<file path="src/rtl/mux_pkg.sv">
// Shared types and helpers for the N-to-1 stream multiplexer.
// rr_next does the wrap-around search that the round-robin arbiter uses.
package mux_pkg;

    typedef enum logic [0:0] {
        IDLE = 1'b0,
        LOCK = 1'b1
    } mux_state_t;

    // Widest request vector rr_next can handle.
    localparam int RR_MAX_N = 256;

    // Select width for n channels; a single channel still needs one bit.
    function automatic int sel_width(input int n);
        return (n > 1) ? $clog2(n) : 1;
    endfunction

    // First requester found after ptr, wrapping modulo n; -1 when nobody requests.
    function automatic int rr_next(input int n, input int ptr, input logic [RR_MAX_N-1:0] req);
        int idx;
        int k;
        idx = -1;
        for (int i = 1; i <= n; i++) begin
            k = (ptr + i) % n;
            if (idx < 0 && req[k]) begin
                idx = k;
            end
        end
        return idx;
    endfunction

endpackage

</file>
<file path="src/rtl/rr_arbiter_n.sv">
// Combinational round-robin pick: lowest requester strictly after ptr, wrapping.
// Holds no state; the caller owns the pointer.
module rr_arbiter_n
    import mux_pkg::*;
#(
    parameter  int N  = 8,
    localparam int SW = sel_width(N)
) (
    input  logic [N-1:0]  req,
    input  logic [SW-1:0] ptr,
    output logic [SW-1:0] gnt_idx,
    output logic          gnt_any
);

    int nxt;

    always_comb begin
        nxt     = rr_next(N, int'(ptr), RR_MAX_N'(req));
        gnt_any = (nxt >= 0);
        gnt_idx = gnt_any ? SW'(nxt) : '0;
    end

endmodule

</file>
<file path="src/rtl/mux_nto1_stream.sv">
// Registered N-to-1 valid/ready stream mux with per-packet channel lock.
// Channel chosen by sel (mode 0) or round-robin (mode 1), held until in_last.
//
//  state | meaning
//  IDLE  | no packet open; sample mode/sel and pick a candidate channel
//  LOCK  | packet open on grant; pass beats until a transfer carries in_last
module mux_nto1_stream
    import mux_pkg::*;
#(
    parameter  int N  = 8,
    parameter  int W  = 8,
    localparam int SW = sel_width(N)
) (
    input  logic           clk,
    input  logic           rst_n,
    input  logic [N*W-1:0] in_data,
    input  logic [N-1:0]   in_valid,
    input  logic [N-1:0]   in_last,
    output logic [N-1:0]   in_ready,
    input  logic           mode,
    input  logic [SW-1:0]  sel,
    output logic [W-1:0]   out_data,
    output logic           out_valid,
    output logic           out_last,
    output logic [SW-1:0]  out_ch,
    input  logic           out_ready
);

    // Valid/last widened to the full select range so any sel value indexes safely.
    localparam int NP = 1 << SW;

    mux_state_t    state;
    logic [SW-1:0] grant;
    logic [SW-1:0] rr_ptr;

    logic [NP-1:0] valid_pad;
    logic [NP-1:0] last_pad;
    logic          sel_in_range;
    logic [SW-1:0] arb_idx;
    logic          arb_any;
    logic [SW-1:0] cand_idx;
    logic          cand_any;
    logic          lock_rdy;
    logic          xfer;
    logic          xfer_last;
    logic [W-1:0]  grant_data;

    assign valid_pad    = NP'(in_valid);
    assign last_pad     = NP'(in_last);
    assign sel_in_range = int'(sel) < N;

    rr_arbiter_n #(.N(N)) u_arb (
        .req     (in_valid),
        .ptr     (rr_ptr),
        .gnt_idx (arb_idx),
        .gnt_any (arb_any)
    );

    always_comb begin
        cand_any = 1'b0;
        cand_idx = '0;
        if (mode) begin
            cand_any = arb_any;
            cand_idx = arb_idx;
        end else begin
            cand_any = sel_in_range && valid_pad[sel];
            cand_idx = sel;
        end
    end

    // Ready is a function of state and the output register only, never of in_valid.
    assign lock_rdy   = (state == LOCK) && (!out_valid || out_ready);
    assign in_ready   = lock_rdy ? (N'(1) << grant) : '0;
    assign xfer       = lock_rdy && valid_pad[grant];
    assign xfer_last  = xfer && last_pad[grant];
    assign grant_data = in_data[int'(grant)*W +: W];

    always_ff @(posedge clk or negedge rst_n) begin
        if (!rst_n) begin
            state  <= IDLE;
            grant  <= '0;
            rr_ptr <= SW'(N - 1);
        end else if (state == IDLE) begin
            if (cand_any) begin
                grant <= cand_idx;
                state <= LOCK;
            end
        end else begin
            if (xfer_last) begin
                state  <= IDLE;
                rr_ptr <= grant;
            end
        end
    end

    // Single-entry output stage: reload on transfer, otherwise drain on out_ready.
    always_ff @(posedge clk or negedge rst_n) begin
        if (!rst_n) begin
            out_valid <= 1'b0;
            out_data  <= '0;
            out_last  <= 1'b0;
            out_ch    <= '0;
        end else if (xfer) begin
            out_valid <= 1'b1;
            out_data  <= grant_data;
            out_last  <= last_pad[grant];
            out_ch    <= grant;
        end else if (out_ready) begin
            out_valid <= 1'b0;
        end
    end

endmodule

</file>
<file path="config.mk">
export PLATFORM = sky130hd
export DESIGN_NAME = mux_nto1_stream
export DESIGN_NICKNAME = d
export VERILOG_FILES = /design/src/rtl/mux_pkg.sv /design/src/rtl/rr_arbiter_n.sv /design/src/rtl/mux_nto1_stream.sv
export SDC_FILE = /design/constraint.sdc
export NUM_CORES = 1
export LEC_CHECK = 0
export ABC_AREA = 1
export CORE_MARGIN = 4
export CORE_UTILIZATION = 42
export CTS_CLUSTER_DIAMETER = 40
export DETAILED_ROUTE_END_ITERATION = 6
export PLACE_DENSITY = 0.82
export SLEW_MARGIN = 20
export SYNTH_ARGS = -nofsm -noshare
export SYNTH_HDL_FRONTEND = slang
export SYNTH_SLANG_ARGS = --single-unit
</file>
<file path="constraint.sdc">
create_clock -name clk -period 3.3 [get_ports clk]
set_clock_uncertainty 0.05 [all_clocks]
set_input_delay 0.495 -clock clk [delete_from_list [all_inputs] [get_ports clk]]
set_output_delay 0.495 -clock clk [all_outputs]
set_load 0.01 [all_outputs]
</file>
==> out/qor.txt <==
Result of the run: completed
Hold slack: 448 ps
Post-CTS setup buffers: 0
GRT Util Overall: 0.239
ANT nets after route: 0
Register area share after synthesis: 0.218
Core area: 5200 µm²
Post-DP HPWL: 6600 µm
Clock Path Buffers: 2
Sequential share of power: 0.160
Synth Warn #: 0
Post-synth top area share: 0.213
Synthesized area per cell: 5.86 µm²
Routability congestion estimate: 0.885
Via density: 5.31
Die H: 82.2 µm
Area of the mapped netlist: 2310 µm²
Cell area after layout: 3490 µm²
CTS tree: done
Slowest Stage Delay on Critical Path: 550 ps
Setup Crit Path Kind: in2out
Initial Utilization: 0.444
Setup violators final: 0
Drt drc: 0
Critical path cell sequence: clkdlybuf4s50_1 > o21ai_0 > nor2_1 > inv_1 > nor2_1 > clkdlybuf4s50_1
CTS HTree Levels: 1
Ratio of cells with drive above 1 in the final layout: 0.0791
Cell family contributing the most delay on the critical path: buffers and inverters
P_int: 1.42 mW
Top cells by area, synth: nand2_1, dfrtp_1, nand3_1
Final TNS setup: 0 ps
Yosys cell types: 36
Pin count of the biggest net entering global routing: 38
Largest area contributor in the netlist: nand2_1
Die footprint: 6750 µm²
Actual slew at the worst max-slew pin: 861 ps
Sw Pwr: 1.76 mW
Worst Setup End Kind: primary output
Filler cell count in the final layout: 504
Fin crit share: 0.813
Diode count: 0
Slew Viols, Final: 0
Clock-pin slew on the worst setup and hold paths: 70 ps
Max Cap Viol: 0
Area growth from synthesis to layout: 51.0%
# nets final: 583
Max Fclk: 373 MHz
Hold Buf Count CTS: 0
Vias in the first global route: 2815
First-pass GRT wire length: 12700 µm
Worst EP arrival: 2140 ps
Pwr Total: 3.18 mW
Clock root buffer: clkbuf_8
Yosys reg bits: 20
Leakage Power: 1.57 nW
Router iterations before antenna repair: 4
TritonCTS Buffers: 3
Initial antenna violation count: 0
Slew HR: 0.424
Pwr per Cell Area: 911 nW/µm²
Critical path startpoint category: primary input
# resized after CTS: 0
CP max-delay cell: clkdlybuf4s50_1
Routed WL: 8010 µm
RSZ-0062 raised after global routing: no
Via count: 2991
Clock network power share: 0.059
HP Class: reg2reg
Prevailing post-synth register cell: dfrtp_1
Post-synth EDFFs: 0
Mapped Nets: 483
GR Overflow Total: 0
DP Area: 3430 µm²
Worst Path Max Fanout: 4
Buf/Inv on CP: 3
Asr flop ratio synth: 1.00
Worst vdd ir: 0.000481 V
Sw frac: 0.553
I/O pins: 108
Fin. Hold Viols: 0
Combinational Power Share: 0.781
CTS sink cnt: 20
Worst skew pair latency: 260 ps
# rows: 26
Die Wd: 82.2 µm
IO buf count: 107
Fin util: 0.670
Tmin final: 2680 ps
Mapped Cells: 394
WP data required: 2750 ps
DR WL/cell: 14.2 µm
Initial DRC count: 149
==> kinds of logic after synthesis <==
family          after synthesis  synth area share
fa+ha+maj                     2            0.0108
buf+inv                      59             0.105
compound gates               46             0.116
xor+xnor                      2            0.0190
flops                        20             0.218
simple gates                265             0.531
==> synth_stat cells (2+ instances only) <==
master / instances
dfstp_2: 3
nand4_1: 22
nand2_1: 131
nand2_2: 3
o21ai_0: 23
buf_1: 5
nand2_4: 2
clkbuf_1: 8
nor2_2: 2
ha_1: 2
a31oi_1: 8
nand3_2: 3
a21oi_1: 7
inv_1: 33
nand3_1: 65
buf_2: 5
dfrtp_1: 17
buf_6: 2
inv_2: 6
nor2_1: 31
==> metal layers <==
metal	global-route usage	share of wire	wire [µm]	up-vias
met5	0	0	0	-
met4	0.0399	0.0076	61	0
met3	0.0499	0.074	591	6
met2	0.441	0.50	4010	121
met1	0.288	0.42	3340	1361
li1	-	-	-	1503
==> final timing paths <==
check / slack, ps / to / cells after the start / from
worst max-delay path: 620 / in_ready[1] / 6 / out_ready
worst min-delay path: 450 / out_last$_DFFE_PN0P_ / 2 / out_last$_DFFE_PN0P_
worst max register to register: 670 / grant[0]$_DFFE_PN0P_ / 16 / rr_ptr[0]$_DFFE_PN1P_
worst min register to register: 450 / out_last$_DFFE_PN0P_ / 2 / out_last$_DFFE_PN0P_
max in group asynchronous: 2000 / state$_DFF_PN0_ / 1 / rst_n
min in group asynchronous: 670 / out_data[3]$_DFFE_PN0P_ / 1 / rst_n
==> cells in the final DEF (no fill, tap or decap), types with 7 or more instances in the layout <==
| cell | Yosys | routed |
|---|---|---|
| a21oi_1 | 7 | 7 |
| a31oi_1 | 8 | 8 |
| buf_4 | 0 | 8 |
| clkdlybuf4s50_1 | 0 | 107 |
| dfrtp_1 | 17 | 17 |
| inv_1 | 33 | 33 |
| nand2_1 | 131 | 131 |
| nand3_1 | 65 | 65 |
| nand4_1 | 22 | 22 |
| nor2_1 | 31 | 31 |
| o21ai_0 | 23 | 23 |
==> power groups by stage <==
stage / Sequential [mW] / Combinational (mW) / Clock, mW
floorplan: 0.485 / 1.72 / 0
global placement: 0.507 / 2.43 / 0
detailed placement: 0.510 / 2.46 / 0
CTS: 0.509 / 2.47 / 0.188
global route: 0.526 / 2.76 / 0.197
finish: 0.509 / 2.48 / 0.187
==> layout make-up <==
| class | count | area (µm²) | share of cell area |
|---|---|---|---|
| clock buffer | 4 | 55.1 | 0.0158 |
| inverter | 39 | 146 | 0.0420 |
| multi-input combinational | 315 | 1560 | 0.448 |
| sequential | 20 | 504 | 0.145 |
| tap | 70 | 87.6 | 0.0251 |
| timing repair buffer | 115 | 1130 | 0.324 |
==> through the flow <==
stage                     setup WS [ps]  cells
after floorplan                     874    394
after global placement              654    559
after detailed placement            654    559
after CTS                           633    563
after global routing                486    563
final                               618    563
==> flip-flops by register name (all words and copies together) (netlist names) <==
register,count
grant,3
state,1
out_data,8
out_last,1
out_ch,3
out_valid,1
rr_ptr,3
==> worst min-delay path, cell delays in order, from the launching register on <==
cell     delay, ps
dfrtp_1        360
nand2_1         60
nand2_1         50
Note: power is estimated with default switching activity, not from simulation.
